### config.mk
export PLATFORM = sky130hd
export DESIGN_NAME = hazard_sequencer
export DESIGN_NICKNAME = d
export VERILOG_FILES = /design/src/rtl/hazard_seq_pkg.sv /design/src/rtl/hseq_raw_cmp.sv /design/src/rtl/hazard_sequencer.sv
export SDC_FILE = /design/constraint.sdc
export NUM_CORES = 1
export LEC_CHECK = 0
export BUFFER_PORTS_ARGS = -buffer_cell sky130_fd_sc_hd__buf_2
export CORE_MARGIN = 4
export CORE_UTILIZATION = 48
export DETAILED_ROUTE_END_ITERATION = 7
export PLACE_DENSITY = 0.85
export REMOVE_ABC_BUFFERS = 1
export SYNTH_ARGS = -nofsm -noshare
export SYNTH_HDL_FRONTEND = slang
export SYNTH_HIERARCHICAL = 1
export SYNTH_SLANG_ARGS = --single-unit
### constraint.sdc
create_clock -name clk -period 2.8 [get_ports clk]
set_input_delay 0.56 -clock clk [delete_from_list [all_inputs] [get_ports clk]]
set_output_delay 0.56 -clock clk [all_outputs]
set_load 0.01 [all_outputs]
### src/rtl/hazard_seq_pkg.sv
// Shared types and constants for the LEGv8 pipeline hazard sequencer.
package hazard_seq_pkg;

    localparam int REG_IDX_W   = 5;
    localparam int XZR_DEFAULT = 31;

    typedef enum logic [1:0] {
        RUN    = 2'd0,
        DRAIN  = 2'd1,
        HALTED = 2'd2
    } seq_state_t;

endpackage

### src/rtl/hseq_raw_cmp.sv
// Single RAW comparator: an ID source read against one older destination write.
module hseq_raw_cmp
    import hazard_seq_pkg::*;
#(
    parameter int XZR_IDX = XZR_DEFAULT
) (
    input  logic [REG_IDX_W-1:0] src,
    input  logic                 src_used,
    input  logic [REG_IDX_W-1:0] dst,
    input  logic                 dst_writes,
    output logic                 match
);

    assign match = src_used && dst_writes && (src == dst)
                && (src != REG_IDX_W'(XZR_IDX));

endmodule

### src/rtl/hazard_sequencer.sv
// Pipeline sequencer: RAW stalls, taken-branch flushes, HALT drain/resume, event counters.
// Define HAZARD_SEQ_FULL_INTERLOCK_EN for a datapath without forwarding (stall on any EX/MEM RAW).
module hazard_sequencer
    import hazard_seq_pkg::*;
#(
    parameter int CNT_W        = 32,
    parameter int DRAIN_CYCLES = 3,
    parameter int XZR_IDX      = XZR_DEFAULT
) (
    input  logic                 clk,
    input  logic                 reset,
    input  logic [REG_IDX_W-1:0] id_rn,
    input  logic [REG_IDX_W-1:0] id_rm,
    input  logic                 id_uses_rm,
    input  logic                 id_halt,
    input  logic                 idex_memread,
    input  logic                 idex_regwrite,
    input  logic [REG_IDX_W-1:0] idex_write_reg,
    input  logic                 exmem_regwrite,
    input  logic [REG_IDX_W-1:0] exmem_write_reg,
    input  logic                 exmem_branch_taken,
    input  logic                 resume,
    output logic                 pc_write_en,
    output logic                 ifid_write_en,
    output logic                 ifid_flush,
    output logic                 idex_bubble,
    output logic                 exmem_flush,
    output logic                 halted,
    output logic [CNT_W-1:0]     stall_count,
    output logic [CNT_W-1:0]     flush_count
);

    localparam int DRAIN_W = (DRAIN_CYCLES > 2) ? $clog2(DRAIN_CYCLES) : 1;

    seq_state_t         state, state_nxt;
    logic [DRAIN_W-1:0] drain_cnt, drain_nxt;
    logic               stall_inc, flush_inc;
    logic               idex_hz_writes;
    logic               rn_ex_hit, rm_ex_hit;
    logic               hz;

    hseq_raw_cmp #(.XZR_IDX(XZR_IDX)) u_cmp_rn_ex (
        .src(id_rn), .src_used(1'b1), .dst(idex_write_reg),
        .dst_writes(idex_hz_writes), .match(rn_ex_hit)
    );
    hseq_raw_cmp #(.XZR_IDX(XZR_IDX)) u_cmp_rm_ex (
        .src(id_rm), .src_used(id_uses_rm), .dst(idex_write_reg),
        .dst_writes(idex_hz_writes), .match(rm_ex_hit)
    );

`ifdef HAZARD_SEQ_FULL_INTERLOCK_EN
    logic rn_mem_hit, rm_mem_hit;

    // A load also writes its destination, so the EX check covers load-use too.
    assign idex_hz_writes = idex_memread | idex_regwrite;

    hseq_raw_cmp #(.XZR_IDX(XZR_IDX)) u_cmp_rn_mem (
        .src(id_rn), .src_used(1'b1), .dst(exmem_write_reg),
        .dst_writes(exmem_regwrite), .match(rn_mem_hit)
    );
    hseq_raw_cmp #(.XZR_IDX(XZR_IDX)) u_cmp_rm_mem (
        .src(id_rm), .src_used(id_uses_rm), .dst(exmem_write_reg),
        .dst_writes(exmem_regwrite), .match(rm_mem_hit)
    );

    assign hz = rn_ex_hit | rm_ex_hit | rn_mem_hit | rm_mem_hit;
`else
    logic unused_fwd_inputs;

    assign idex_hz_writes    = idex_memread;
    assign unused_fwd_inputs = ^{idex_regwrite, exmem_regwrite, exmem_write_reg};
    assign hz                = rn_ex_hit | rm_ex_hit;
`endif

    always_ff @(posedge clk) begin
        if (reset) begin
            state       <= RUN;
            drain_cnt   <= '0;
            stall_count <= '0;
            flush_count <= '0;
        end else begin
            state     <= state_nxt;
            drain_cnt <= drain_nxt;
            if (stall_inc) stall_count <= stall_count + CNT_W'(1);
            if (flush_inc) flush_count <= flush_count + CNT_W'(1);
        end
    end

    always_comb begin
        state_nxt     = state;
        drain_nxt     = drain_cnt;
        stall_inc     = 1'b0;
        flush_inc     = 1'b0;
        pc_write_en   = 1'b0;
        ifid_write_en = 1'b0;
        ifid_flush    = 1'b0;
        idex_bubble   = 1'b0;
        exmem_flush   = 1'b0;
        halted        = 1'b0;

        if (reset) begin
            ifid_flush  = 1'b1;
            idex_bubble = 1'b1;
            exmem_flush = 1'b1;
        end else begin
            case (state)
                RUN: begin
                    if (exmem_branch_taken) begin
                        pc_write_en   = 1'b1;
                        ifid_write_en = 1'b1;
                        ifid_flush    = 1'b1;
                        idex_bubble   = 1'b1;
                        exmem_flush   = 1'b1;
                        flush_inc     = 1'b1;
                    end else if (hz) begin
                        idex_bubble = 1'b1;
                        stall_inc   = 1'b1;
                    end else if (id_halt) begin
                        idex_bubble = 1'b1;
                        drain_nxt   = DRAIN_W'(DRAIN_CYCLES - 1);
                        state_nxt   = DRAIN;
                    end else begin
                        pc_write_en   = 1'b1;
                        ifid_write_en = 1'b1;
                    end
                end
                DRAIN: begin
                    // An older taken branch cancels the HALT still sitting in IFID.
                    if (exmem_branch_taken) begin
                        pc_write_en   = 1'b1;
                        ifid_write_en = 1'b1;
                        ifid_flush    = 1'b1;
                        idex_bubble   = 1'b1;
                        exmem_flush   = 1'b1;
                        flush_inc     = 1'b1;
                        state_nxt     = RUN;
                    end else begin
                        idex_bubble = 1'b1;
                        if (drain_cnt == '0) state_nxt = HALTED;
                        else                 drain_nxt = drain_cnt - DRAIN_W'(1);
                    end
                end
                HALTED: begin
                    halted      = 1'b1;
                    idex_bubble = 1'b1;
                    if (resume) begin
                        pc_write_en   = 1'b1;
                        ifid_write_en = 1'b1;
                        ifid_flush    = 1'b1;
                        state_nxt     = RUN;
                    end
                end
                default: state_nxt = RUN;
            endcase
        end
    end

endmodule
==> metrics.txt <==
post-route non-filler standard cell count=~650; Clk pwr share=a little over a third; Via density=~5.6; YS warnings=6; VDD IR max=between 0.2 and 0.25 mV; ratio of cells with drive above 1 in the final layout=a little under a quarter; Hold Buf Count CTS=0; Pins Over Slew Limit=0; num ports=between 90 and 100; crit-path cells=buf_2 > xnor2_1 > o2111ai_1 > a211oi_2 > buf_4 > nor3_1 > a21oi_1 > o21a_1 > nor3_1 > buf_2; RSZ-0062 raised after global routing=no; Slew headroom=roughly 45%; # Max-Cap Violations=0; crit end category=primary output; Seq pwr share=between 50% and 60%; run status=finished, final reports clean; number of DRC markers in iteration 0=around 220; Placer Congestion=0.9083; I/O Buffers=between 90 and 100; internal power=about 1.4 mW; worst min path class=reg -> reg; Area contributors post-synth=dfxtp_1, mux2_1, xnor2_1; Net Sw Frac=26.01%; largest net degree at the start of global routing=a little over 90; GR Overflow Total=0; ys async rst share=0%; most frequent cells after synthesis=dfxtp_1, nor2_1, a21oi_1; Placed Instance Area=0.004364 mm²; final WL=~9.3 mm; TritonCTS buffer count=9; Die Y-Extent=96.89 µm; Global Route Usage Sum=19.69%; Die Wd=96.89 µm; vias in the first global route=3456; WP data required=between 2 and 2.5 ns; Startpoint Class=primary input; Final Setup Violations=0; Root Buffer=clkbuf_8; Synth Area in XOR/XNOR=about 6%; TritonCTS clock tree=built; Fin. Hold Viols=0; CTS H-tree lvls=3; switching power=about 0.51 mW; synthesis-stage register bit count=68; Pre-antenna DRT Iters=4; sequential area share after synthesis=a little over a third; worst flop-to-flop path endpoint=flush_count[31]; Min-Delay Startpoint=flush_count[30]; cells after synthesis=453; Max Buffers Root-to-Sink=2; Most used DFF post-synth=dfxtp_1; hold path depth=2; slowest CP cell=nor3_1; Comb power frac=between 10% and 20%; # clock sinks=slightly below 70; Syn Std Cell Area=roughly 0.0038 mm²; wire length of the first global-routing pass=between 15 and 20 mm; Layout area overhead=19.53%; Starting Density=a little under 50%; initial antenna violation count=0; fin crit period=2.578 ns; Reg-to-Reg Start=state[1]; Synth Area in Simple Gates=between 30% and 40%; worst slew pin tran=between 0.8 and 0.9 ns; Routed WL per cell=between 10 and 15 µm; critical path class=in -> out; most frequent cell after synthesis=dfxtp_1; Synth area leader=dfxtp_1; postcts setup bufs=0; Fmax=0.3879 GHz; die area=around 0.0094 mm²; Reg clk slew, reported paths=approximately 0.07 ns; cell row count=32; CP arrival=roughly 2.0 ns; Post-route DRC=0; Avg Synthesized Cell Area=around 8.4 µm²; Hold Path Sink=flush_count[30]; R2R depth=6; Worst-Skew Late Latency=approximately 0.34 ns; R2R setup slack=about 0.24 ns; Post-synth EDFFs=0; critical path fanouts, max=4; post-synth top area share=a little over a third; adder-cell share of the synthesized area=about 3%; cell area after layout=between 0.004 and 0.005 mm²; period utilization=between 90 and 100%; Max stage delay on crit path=between 0.2 and 0.3 ns; Ant. Diodes=0; Synth Area in Compound Gates=approximately an eighth; Routed Antenna Nets=0; vias=~3600; PD cells=about 430 mW/mm²; largest family of logic cells by synthesized area=simple AND/OR/NAND/NOR gates; PostCTS Resize Cnt=0; dpl cells=~630; Clock Skew=0.009864 ns; core area=~0.0077 mm²; mux share of post-synthesis cell area=a little under 6%; nets=580; dpl hpwl=6.649 mm; LEAKAGE=1.776 nW; Yosys cell types=53
[cell usage in the layout, fill, tap and decap left out, types with 4 or more instances in the layout]
cell / netlist / layout
o41ai_1: 5 / 5
nor4_1: 20 / 20
xor2_1: 5 / 5
xnor2_1: 21 / 21
nand4b_1: 6 / 6
nand3_1: 19 / 19
nand2_1: 23 / 23
dfxtp_1: 68 / 68
mux2_1: 17 / 17
nor3_1: 8 / 8
o21ai_0: 8 / 8
and4_1: 5 / 5
clkbuf_8: 0 / 11
o31ai_1: 11 / 11
buf_2: 4 / 91
buf_4: 2 / 11
inv_1: 20 / 20
a21oi_1: 32 / 32
ha_1: 9 / 9
or4_1: 15 / 15
nand2b_1: 5 / 5
nor2b_1: 19 / 19
o21ai_1: 4 / 4
nor2_1: 44 / 44
or3_1: 12 / 12
o2111ai_1: 4 / 4
nand4_1: 15 / 15
[metrics by stage]
step / power, mW / setup TNS, ns / setup slack, ns / hold WS, ns / utilization (%)
finish: 1.958 / 0 / 0.2223 / 0.4794 / 58.97
global route: 2.048 / 0 / 0.01890 / 0.5139 / 58.97
CTS: 1.977 / 0 / 0.1992 / 0.4752 / 58.97
detailed placement: 1.262 / -0.09694 / -0.03507 / 0.4681 / 56.77
global placement: 1.252 / 0 / 0.05486 / 0.4571 / 56.77
floorplan: 1.160 / 0 / 0.2640 / 0.4444 / -
[cells by family (layout without fill, tap and decap cells)]
family | count (synthesis) | after routing
compound gates | 73 | 73
xor+xnor | 26 | 26
fa+ha+maj | 9 | 9
buf+inv | 45 | 138
flops | 68 | 68
mux | 20 | 20
other cells | 1 | 1
simple gates | 211 | 211
[cell type report]
class	count	area (µm²)
clock buffer	13	158.9
clock inverter	2	10.01
fill	712	3154
inverter	20	75.07
multi-input combinational	340	2242
sequential	68	1361
tap	102	127.6
timing repair buffer	103	558.0
[power groups by stage]
stage / logic (mW) / clock network [mW] / registers [mW]
5_1_grt: 0.274 / 0.774 / 1.00
3_5_place_dp: 0.242 / 0 / 1.02
3_3_place_gp: 0.233 / 0 / 1.02
6_report: 0.242 / 0.717 / 0.999
2_1_floorplan: 0.140 / 0 / 1.02
4_1_cts: 0.243 / 0.735 / 0.998
[state kept, by name, indices dropped and copies added, names as in the netlist]
name and flops:
stall_count 32, drain_cnt 2, flush_count 32, state 2
[metal layers]
metal  GRT usage (%)  vias to the layer above  share of wire [%]
met3           2.235                       13                4.7
met4           10.04                        0                1.7
li1                -                     1828                  -
met2           33.97                      103                 49
met5               0                        -                  0
met1           24.06                     1705                 44
[worst max path at each step]
stage / startpoint / to / slack [ns] / cells past startpoint
after floorplan: idex_write_reg[1] / stall_count[20] / 0.26 / 7
after global placement: idex_write_reg[1] / stall_count[28] / 0.05 / 8
after detailed placement: idex_write_reg[1] / stall_count[30] / -0.04 / 8
after CTS: idex_write_reg[1] / ifid_write_en / 0.20 / 10
after global routing: state[1] / flush_count[31] / 0.02 / 6
final: idex_write_reg[1] / ifid_write_en / 0.22 / 10
[worst max-delay path, delay by kind of cell]
family                 cells  cell delay (ns)
XOR/XNOR                   1             0.12
AND/OR/NAND/NOR            2             0.41
AO/OA/AOI/OAI              4             0.49
buffers and inverters      3             0.44
Note: power is estimated with default switching activity, not from simulation.
